## src/rtl/ex_stage_pkg.sv

```systemverilog
// ex_stage_pkg: constants and types shared between decode and execute.
// Holds the bus widths, the decode-to-execute bus field layout and the
// one-hot ALU op bit indices.
package ex_stage_pkg;

    localparam int unsigned DS2ES_W     = 116;
    localparam int unsigned ES2MS_W     = 71;
    localparam int unsigned ES_RF_ZIP_W = 39;
    localparam int unsigned ALU_OP_W    = 12;

    // ds2es_bus field positions (MSB / LSB)
    localparam int unsigned DS2ES_ALU_OP_MSB   = 115;
    localparam int unsigned DS2ES_ALU_OP_LSB   = 104;
    localparam int unsigned DS2ES_RES_MEM_BIT  = 103;
    localparam int unsigned DS2ES_SRC1_MSB     = 102;
    localparam int unsigned DS2ES_SRC1_LSB     = 71;
    localparam int unsigned DS2ES_SRC2_MSB     = 70;
    localparam int unsigned DS2ES_SRC2_LSB     = 39;
    localparam int unsigned DS2ES_MEM_WE_BIT   = 38;
    localparam int unsigned DS2ES_RF_WE_BIT    = 37;
    localparam int unsigned DS2ES_RF_WADDR_MSB = 36;
    localparam int unsigned DS2ES_RF_WADDR_LSB = 32;
    localparam int unsigned DS2ES_RKD_MSB      = 31;
    localparam int unsigned DS2ES_RKD_LSB      = 0;

    // ALU op one-hot bit indices
    localparam int unsigned ALU_ADD  = 0;
    localparam int unsigned ALU_SUB  = 1;
    localparam int unsigned ALU_SLT  = 2;
    localparam int unsigned ALU_SLTU = 3;
    localparam int unsigned ALU_AND  = 4;
    localparam int unsigned ALU_NOR  = 5;
    localparam int unsigned ALU_OR   = 6;
    localparam int unsigned ALU_XOR  = 7;
    localparam int unsigned ALU_SLL  = 8;
    localparam int unsigned ALU_SRL  = 9;
    localparam int unsigned ALU_SRA  = 10;
    localparam int unsigned ALU_LUI  = 11;

    // Packed view of ds2es_bus; field order matches the bit positions above.
    typedef struct packed {
        logic [ALU_OP_W-1:0] alu_op;
        logic                res_from_mem;
        logic [31:0]         alu_src1;
        logic [31:0]         alu_src2;
        logic                mem_we;
        logic                rf_we;
        logic [4:0]          rf_waddr;
        logic [31:0]         rkd_value;
    } ds2es_t;

endpackage

```

## src/rtl/ex_alu.sv

```systemverilog
// ex_alu: combinational 32-bit ALU with a one-hot op select.
// Ports:
//   alu_op  in  12  one-hot operation (see ex_stage_pkg ALU_* indices)
//   src1    in  32  first operand
//   src2    in  32  second operand; src2[4:0] is the shift amount
//   result  out 32  wrapped result; all-zero op yields 0
module ex_alu
    import ex_stage_pkg::*;
(
    input  logic [ALU_OP_W-1:0] alu_op,
    input  logic [31:0]         src1,
    input  logic [31:0]         src2,
    output logic [31:0]         result
);

    logic        use_sub;
    logic [31:0] adder_b;
    logic [32:0] adder_sum;
    logic        slt_res;
    logic        sltu_res;
    logic [4:0]  shamt;

    // sub/slt/sltu share the adder as src1 + ~src2 + 1
    assign use_sub   = alu_op[ALU_SUB] | alu_op[ALU_SLT] | alu_op[ALU_SLTU];
    assign adder_b   = use_sub ? ~src2 : src2;
    assign adder_sum = {1'b0, src1} + {1'b0, adder_b} + {32'd0, use_sub};

    // Signed less-than: sign differs -> src1 negative; same sign -> difference negative
    assign slt_res  = (src1[31] & ~src2[31])
                    | (~(src1[31] ^ src2[31]) & adder_sum[31]);
    // Unsigned borrow: no carry out of the subtraction means src1 < src2
    assign sltu_res = ~adder_sum[32];
    assign shamt    = src2[4:0];

    always_comb begin
        result = 32'd0;
        if (alu_op[ALU_ADD] | alu_op[ALU_SUB]) result = result | adder_sum[31:0];
        if (alu_op[ALU_SLT])  result = result | {31'd0, slt_res};
        if (alu_op[ALU_SLTU]) result = result | {31'd0, sltu_res};
        if (alu_op[ALU_AND])  result = result | (src1 & src2);
        if (alu_op[ALU_NOR])  result = result | ~(src1 | src2);
        if (alu_op[ALU_OR])   result = result | (src1 | src2);
        if (alu_op[ALU_XOR])  result = result | (src1 ^ src2);
        if (alu_op[ALU_SLL])  result = result | (src1 << shamt);
        if (alu_op[ALU_SRL])  result = result | (src1 >> shamt);
        if (alu_op[ALU_SRA])  result = result | 32'($signed(src1) >>> shamt);
        if (alu_op[ALU_LUI])  result = result | src2;
    end

endmodule

```

## src/rtl/ex_stage.sv

```systemverilog
// ex_stage: execute stage of the five-stage LoongArch32 pipeline.
// Optional feature macro: ES_FLUSH_EN (adds the es_flush input).
// Ports:
//   clk, resetn       clock, asynchronous active-low reset
//   ds2es_valid/bus   decode-to-execute handshake and 116-bit payload
//   ds_pc             PC of the instruction offered by decode
//   es_allowin        execute can accept this cycle
//   ms_allowin        memory stage can accept
//   es2ms_valid/bus   execute-to-memory handshake and 71-bit payload
//   es_rf_zip         valid-gated write-back info returned to decode
//   data_sram_*       data SRAM request (issued in the advance cycle only)
//   es_flush          kill the held instruction (ES_FLUSH_EN only)
module ex_stage
    import ex_stage_pkg::*;
(
    input  logic                   clk,
    input  logic                   resetn,
    input  logic                   ds2es_valid,
    output logic                   es_allowin,
    input  logic [DS2ES_W-1:0]     ds2es_bus,
    input  logic [31:0]            ds_pc,
    input  logic                   ms_allowin,
`ifdef ES_FLUSH_EN
    input  logic                   es_flush,
`endif
    output logic                   es2ms_valid,
    output logic [ES2MS_W-1:0]     es2ms_bus,
    output logic [ES_RF_ZIP_W-1:0] es_rf_zip,
    output logic                   data_sram_en,
    output logic [3:0]             data_sram_we,
    output logic [31:0]            data_sram_addr,
    output logic [31:0]            data_sram_wdata
);

    logic        es_valid;
    ds2es_t      es_payload;
    logic [31:0] es_pc;
    logic        es_ready_go;
    logic        es_kill;
    logic        es_go;
    logic [31:0] alu_result;

`ifdef ES_FLUSH_EN
    assign es_kill = es_flush;
`else
    assign es_kill = 1'b0;
`endif

    assign es_ready_go = 1'b1;
    assign es_allowin  = ~es_valid | (es_ready_go & ms_allowin);
    assign es2ms_valid = es_valid & es_ready_go & ~es_kill;
    // Instruction leaves for MEM this cycle; the SRAM request is tied to it
    assign es_go       = es_valid & ~es_kill & ms_allowin;

    always_ff @(posedge clk or negedge resetn) begin
        if (!resetn) begin
            es_valid <= 1'b0;
        end else if (es_kill) begin
            es_valid <= 1'b0;
        end else if (es_allowin) begin
            es_valid <= ds2es_valid;
        end
    end

    // Payload may load alongside a flush; es_valid=0 makes it inert.
    always_ff @(posedge clk or negedge resetn) begin
        if (!resetn) begin
            es_payload <= '0;
            es_pc      <= 32'd0;
        end else if (ds2es_valid && es_allowin) begin
            es_payload <= ds2es_t'(ds2es_bus);
            es_pc      <= ds_pc;
        end
    end

    ex_alu u_ex_alu (
        .alu_op (es_payload.alu_op),
        .src1   (es_payload.alu_src1),
        .src2   (es_payload.alu_src2),
        .result (alu_result)
    );

    assign data_sram_en    = es_go & (es_payload.res_from_mem | es_payload.mem_we);
    assign data_sram_we    = {4{es_go & es_payload.mem_we}};
    assign data_sram_addr  = alu_result;
    assign data_sram_wdata = es_payload.rkd_value;

    assign es2ms_bus = {es_payload.res_from_mem, es_payload.rf_we, es_payload.rf_waddr,
                        alu_result, es_pc};

    // Gated flags keep an empty stage from triggering bypass or load-use stalls
    assign es_rf_zip = {es_payload.res_from_mem & es_valid, es_payload.rf_we & es_valid,
                        es_payload.rf_waddr, alu_result};

endmodule
```

## config.mk

```make
export PLATFORM = sky130hd
export DESIGN_NAME = ex_stage
export DESIGN_NICKNAME = d
export VERILOG_FILES = /design/src/rtl/ex_stage_pkg.sv /design/src/rtl/ex_alu.sv /design/src/rtl/ex_stage.sv
export SDC_FILE = /design/constraint.sdc
export NUM_CORES = 1
export LEC_CHECK = 0
export CORE_UTILIZATION = 53
export DETAILED_ROUTE_END_ITERATION = 8
export PLACE_DENSITY_LB_ADDON = 0.25
export SLEW_MARGIN = 30
export SYNTH_ARGS = -nofsm -noshare
export SYNTH_HDL_FRONTEND = slang
export SYNTH_SLANG_ARGS = --single-unit
```

## constraint.sdc

```tcl
create_clock -name clk -period 9.34 [get_ports clk]
set_clock_uncertainty 0.2 [all_clocks]
set_input_delay 1.401 -clock clk [delete_from_list [all_inputs] [get_ports clk]]
set_output_delay 1.401 -clock clk [all_outputs]
set_load 0.005 [all_outputs]
```

==> metrics.txt, run 1 <==
outcome=finished clean; Worst EP required=7.74 ns; nets@finish=1909; final worst-path cycle share=72.6%; Die Wd=163 um; Synth Net Count=approximately 1700; DR vias/cell=6.37; global-route wire length before repair=74800 um; grt total ovfl=0; worst-margin pin slew=roughly 0.98 ns; Post-DP HPWL=36900 um; CP Max Fanout=31; DRT iter0 DRCs=around 1400; fmax=148 MHz; Final Max Tran Viols=0; register area share after synthesis=27.2%; total wire length=49900 um; Syn Inst Count=about 1500; largest net degree at the start of global routing=76; Diodes inserted=0; Slew HR=34.7%; total CTS buffers=17; initial antenna violation count=2; Setup violations, final=0; DR vias=12800; Net Sw Frac=43.2%; hold_sp=data_sram_wdata[15]$_DFFE_PN0P_; die height=roughly 160 um; # DRC=0; Setup CP Type=reg2out; hold_buf cts=0; Core Area=between 20000 and 30000 um^2; Clk pin slew, worst setup/hold paths=0.07 ns; CP Launch Type=flip-flop; Area Growth Syn to Fin=24.0%; Clock Power Share=approximately a fifth; #FFs+latches synth=roughly 150; CP startpoint=es_payload[105]$_DFFE_PN0P_; number of hold violations in the final report=0; Yosys top cell by area=dfrtp_1; Final ANT Viol Nets=0; Seq pwr share=between 20% and 30%; share of synthesized registers carrying an async set or reset=100%; Worst Hold Class=reg2reg; synthesized area=13700 um^2; Pleak=~7.2 nW; Arrival @ worst endpoint=approximately 5.2 ns; Distinct cells, synth=60; root buffer cell=clkbuf_16; synth top area cells=dfrtp_1 27%, mux2_2 13%, ha_1 8.8%; Longest Clk Path Bufs=2; Buffers on Ports=332; FF-to-FF Start=es2ms_valid$_DFFE_PN0N_; final instance area=roughly 17000 um^2; Yosys top cell area share=27.2%; RePlAce Congestion=0.994; Post-synth EDFFs=0; Avg Cell Area, Syn=9.16 um^2; CTS tree=yes; Die ar.=26500 um^2; initial core utilization=approximately 54%; Switching Power=between 0.0015 and 0.002 W; top_reg_cell synth=dfrtp_1; max-cap violation count=0; layout cell share with drive strength beyond 1=14.5%; DP Area=between 15000 and 20000 um^2; RSZ-0062 raised after global routing=false; setup TNS=0 ns; postcts setup bufs=0; Avg WL per Cell=24.9 um; H-tree depth=4; # resized after CTS=0; maximum vdd drop=between 100 and 150 uV; min Tclk post-route=6.78 ns; total I/O pin count=333; later-pin clock latency in the skew report=~0.43 ns; Sink Count=149; Crit. End Element=output port; Row Count=58; router iterations before antenna repair=8; pwr/cell area=214 nW/um^2; vias in the first global route=12800; YS warnings=0; combinational fraction of design power=a little under three fifths; internal power=slightly above 0.002 W; GRT Resource Usage Total=between 30 and 40%
-- sequential cells by signal (all words and copies together), names as in the netlist --
register	cells
es2ms_bus	7
es2ms_valid	1
es_pc	32
es_payload	77
data_sram_wdata	32
-- worst paths after layout --
check | end | slack [ns] | depth (start not counted)
min in group asynchronous | es_payload[113]$_DFFE_PN0P_ | 0.78 | 1
hold / removal | data_sram_wdata[15]$_DFFE_PN0P_ | 0.30 | 1
setup reg to reg | es_payload[46]$_DFFE_PN0P_ | 6.53 | 4
setup / recovery | es_rf_zip[0] | 2.56 | 15
max in group asynchronous | es_payload[91]$_DFFE_PN0P_ | 6.95 | 2
hold reg to reg | data_sram_wdata[15]$_DFFE_PN0P_ | 0.30 | 1
-- metal layers --
layer  up-vias  global-route usage (%)  wire length, um
met3       113                    9.78             5550
met1      6195                    49.9            20200
met2       787                    57.9            22300
met4         2                    15.7             1850
met5         -                       0               11
li1       5665                       -                -
-- synthesized netlist by cell type, drive strengths merged (10+ instances only) --
| library cell | n |
|---|---|
| o21ai | 109 |
| xnor2 | 41 |
| dfrtp | 149 |
| nor3 | 10 |
| nand3 | 33 |
| nor2 | 110 |
| a21o | 20 |
| a221oi | 14 |
| inv | 74 |
| o211ai | 17 |
| a31oi | 10 |
| buf | 128 |
| mux4 | 20 |
| clkbuf | 83 |
| a211o | 13 |
| a211oi | 12 |
| mux2i | 81 |
| ha | 97 |
| xor2 | 15 |
| a222oi | 30 |
| a21oi | 80 |
| nand2 | 66 |
| nand2b | 21 |
| mux2 | 158 |
-- cell families after synthesis --
kind of cell | share of synthesized area [%]
AOI/OAI and AO/OA | 17.8
xor gates and xnor gates | 3.57
adders and majority gates | 8.99
buffers and inverters | 10.8
DFF | 27.2
muxes | 22.2
and+or+nand+nor | 9.51
-- metrics by stage --
step / hold WS [ns] / setup slack, ns / cells / total power (W) / utilization (%)
finish: 0.303 / 2.56 / 2002 / 0.00365 / 67.2
global route: 0.318 / 2.28 / 2002 / 0.00384 / 67.2
CTS: 0.308 / 2.61 / 2002 / 0.00361 / 67.2
detailed placement: 0.292 / 3.12 / 1970 / 0.00288 / 64.9
global placement: 0.286 / 3.19 / 1970 / 0.00284 / 64.9
floorplan: 0.281 / 3.89 / 1498 / 0.00217 / -
-- power groups by stage --
stage                     Clock, W  Combinational (W)  Sequential [W]
after detailed placement         0            0.00197        0.000907
after global placement           0            0.00194        0.000901
final                     0.000722            0.00202        0.000908
after global routing      0.000756            0.00217        0.000914
after CTS                 0.000730            0.00198        0.000896
after floorplan                  0            0.00134        0.000830
-- critical path, stage by stage (launching register included) --
cell             delay [ns]
dfrtp_1                0.42
nor3_2                 0.19
buf_4                  0.49
xnor2_1                0.22
inv_1                  0.09
fa_1                   0.41
nor2b_1                0.18
o2111ai_1              0.18
a21o_1                 0.21
a21oi_1                0.38
a31oi_1                0.17
nor2b_1                0.32
a211oi_1               0.23
or3_1                  0.42
a221o_1                0.37
clkdlybuf4s50_1        0.46
-- placed cells by master (no fill, tap or decap), drive strengths merged, types with 20 or more instances in the layout --
master         count
a21oi             80
xnor2             41
nand3             33
mux2             158
mux4              20
ha                97
o21ai            109
a21o              20
nand2             66
clkdlybuf4s50    331
buf               22
nand2b            21
a222oi            30
nor2             110
mux2i             81
dfrtp            149
inv               85
-- cell type report --
cell class              instances  area [um^2]
fillers                      2106         8300
flip-flops and latches        149         3730
well taps                     330          413
multi-input cells            1064         8530
inverters                      74          278
clock buffers                  18          429
repair buffers                353         3490
clock inverters                14          154
Note: power is estimated with default switching activity, not from simulation.
==> run 2: changes to the inputs <==
--- a/config.mk
+++ b/config.mk
@@ -5,7 +5,7 @@
 export SDC_FILE = /design/constraint.sdc
 export NUM_CORES = 1
 export LEC_CHECK = 0
-export CORE_UTILIZATION = 53
+export CORE_UTILIZATION = 52
 export DETAILED_ROUTE_END_ITERATION = 8
 export PLACE_DENSITY_LB_ADDON = 0.25
 export SLEW_MARGIN = 30
==> constraint.sdc (replaced) <==
create_clock -name clk -period 6.5 [get_ports clk]
set_clock_uncertainty 0.2 [all_clocks]
set_input_delay 0.975 -clock clk [delete_from_list [all_inputs] [get_ports clk]]
set_output_delay 0.975 -clock clk [all_outputs]
set_load 0.005 [all_outputs]
==> run 2 against run 1 <==
Effect of this change:
- first-iteration DRC count is 1.4% higher
- design area is 0.14% higher
- total power grew 43%
- hold slack improved by 0.00061 ns
- critical path depth increased by 1
- wire length barely moved
- die area is 1.9% higher
- core utilization shrank 1.6 points
- combinational power is 44% higher
- final cell count increased by 0.45%
- sequential power up 44%
- flip-flop and latch count unchanged
- critical path type unchanged
==> metrics.txt, run 2 (synthesized netlist as in run 1, its figures left out) <==
layout cell share with drive strength beyond 1=14.7% (+0.20 points); Slew HR=36.1% (+1.4 points); H-tree depth=4 (unchanged); global-route wire length before repair=74300 um (-0.58%); reg2reg path depth=4 (unchanged); number of hold violations in the final report=0 (unchanged); Avg WL per Cell=24.8 um (-0.45%); DP Cell Count=1979 (+0.46%); setup TNS=0 ns (unchanged); hold_buf cts=0 (unchanged); FF/Latch Area=3730 um^2 (unchanged); Pleak=7.24 nW (+0.20%); Area Growth Syn to Fin=24.2%; Final ANT Viol Nets=0 (unchanged); Buffers on Ports=332 (unchanged); final worst-path cycle share=slightly above 90%; fmax=165 MHz; pwr/cell area=307 nW/um^2 (+43%); min Tclk post-route=6.06 ns; # resized after CTS=0 (unchanged); Crit path depth=16 (+1); Post-DP HPWL=37200 um (+0.58%); area of the multi-input gates=8520 um^2 (-0.10%); Core Area=26000 um^2 (+2.6%); RSZ-0062 raised after global routing=false; outcome=finished clean; slowest stage cell, crit path=clkdlybuf4s50_1; R2R Path End=es_payload[52]$_DFFE_PN0P_; Setup CP Type=reg2out; initial antenna violation count=1 (-1); total CTS buffers=17 (unchanged); DR vias/cell=6.30 (-1.2%); grt total ovfl=0 (unchanged); postcts setup bufs=0 (unchanged); largest net degree at the start of global routing=124 (+63%); Final Max Tran Viols=0 (unchanged); CP cell instances=nor3_2 -> buf_4 -> xnor2_1 -> inv_1 -> fa_1 -> nor2b_1 -> o2111ai_1 -> a21o_1 -> a21oi_1 -> a31oi_1 -> nor2b_1 -> buf_4 -> a211oi_1 -> or3_1 -> a221o_1 -> clkdlybuf4s50_1; delay of the slowest cell on the worst path=0.46 ns (-0.03 ns); vias in the first global route=12200 (-4.4%); Setup violations, final=0 (unchanged); Sink Count=149 (unchanged); Die ar.=27000 um^2 (+1.9%); worst-margin pin slew=0.956 ns (-0.0230 ns); max-cap violation count=0 (unchanged); Row Count=59 (+1.7%); nets@finish=1913 (+0.21%); GRT Resource Usage Total=37.2% (-0.37 points); DRT iter0 DRCs=1454 (+1.4%); root buffer cell=clkbuf_16; total I/O pin count=333 (unchanged); router iterations before antenna repair=7 (-1); CP Launch Type=flip-flop; commonest cells after routing, fill and taps aside=331 x clkdlybuf4s50_1, 156 x mux2_2, 147 x dfrtp_1; die height=164 um (+0.95%); CP Max Fanout=15 (-52%); Reg2Reg Setup Slack=4.19 ns (-2.34 ns); Fillers=2151 (+2.1%); cell family contributing the most delay on the critical path=compound AO/OA/AOI/OAI gates; Bufs and invs on worst path=4 (+1); CTS tree=yes; total wire length=49900 um (about the same); maximum vdd drop=162 uV (+47%); Longest Clk Path Bufs=2 (unchanged); Arrival @ worst endpoint=4.88 ns (-0.30 ns); Diodes inserted=0 (unchanged); Clk pin slew, worst setup/hold paths=0.08 ns (about the same); DR vias=12700 (-0.71%); later-pin clock latency in the skew report=0.44 ns (about the same); initial core utilization=52.8% (-1.4 points); Worst Hold Class=reg2reg; Crit. End Element=output port; Worst EP required=5.32 ns (-2.42 ns); RePlAce Congestion=1.05 (+5.2%); FF-to-FF Start=es2ms_valid$_DFFE_PN0N_; Biggest register=es_payload; most common library cell in the layout ignoring fill and taps=clkdlybuf4s50_1; non-filler instance count after layout=2011 (+0.45%); max FFs per register=77 (unchanged); Critical Path End=es_rf_zip[0]; CP startpoint=es_payload[105]$_DFFE_PN0P_; Die Wd=164 um (+0.95%); # DRC=0 (unchanged)
[run 2: cell count changes in the layout (fill, tap and decap cells not counted)]
cell        delta
buf_4          +4
inv_8          -3
clkinv_4       +2
buf_12         +1
buf_6          -1
clkinv_2       +1
clkinvlp_4     +1
inv_6          -1
nand2_4        +1
nand2_8        -1
[run 2: final cells by class]
type	count	area share (%)
Clock buffer	18	2.52
Clock inverter	14	0.829
Inverter	74	1.63
Multi-Input combinational cell	1064	50.0
Sequential cell	149	21.9
Tap cell	335	2.46
Timing Repair Buffer	357	20.7
[run 2: worst register-to-register path, delay by kind of cell, from the launching register on]
family                 cells  cell delay (ns)
DFF                        1             0.42
muxes                      1             0.61
buffers and inverters      1             0.47
and+or+nand+nor            2             0.49
[run 2: report_power, final]
| part | leakage [nW] | switching, W | internal, W | total [W] |
|---|---|---|---|---|
| Sequential | 1.74 | 0.000249 | 0.00106 | 0.00131 |
| Combinational | 5.23 | 0.00154 | 0.00138 | 0.00291 |
| Clock | 0.272 | 0.000472 | 0.000540 | 0.00101 |
| Total | 7.24 | 0.00226 | 0.00298 | 0.00524 |
[run 2: worst min path at each step]
stage | startpoint | endpoint | slack (ns) | cells after the start
finish | es_pc[22]$_DFFE_PN0P_ | es_pc[22]$_DFFE_PN0P_ | 0.30 | 1
global route | data_sram_wdata[9]$_DFFE_PN0P_ | data_sram_wdata[9]$_DFFE_PN0P_ | 0.32 | 1
CTS | es_pc[22]$_DFFE_PN0P_ | es_pc[22]$_DFFE_PN0P_ | 0.31 | 1
detailed placement | data_sram_wdata[25]$_DFFE_PN0P_ | data_sram_wdata[25]$_DFFE_PN0P_ | 0.29 | 1
global placement | data_sram_wdata[26]$_DFFE_PN0P_ | data_sram_wdata[26]$_DFFE_PN0P_ | 0.29 | 1
floorplan | data_sram_wdata[0]$_DFFE_PN0P_ | data_sram_wdata[0]$_DFFE_PN0P_ | 0.28 | 1
[run 2: metrics by stage]
step                      cell area (um^2)  hold slack [ns]  worst slack, ns  utilization (%)  power (W)
after detailed placement             16500            0.292             1.07             63.4    0.00416
final                                17000            0.304            0.443             65.6    0.00524
after global placement               16500            0.286             1.12             63.4    0.00412
after CTS                            17000            0.305            0.561             65.6    0.00519
after global routing                 17000            0.324            0.233             65.6    0.00552
after floorplan                      13700            0.281             1.47                -    0.00311
[run 2: layer usage]
metal,GRT usage [%],wire length (um)
met1,50.3,20600
met2,57.9,22500
met3,9.42,5320
met4,12.6,1470
met5,0,0
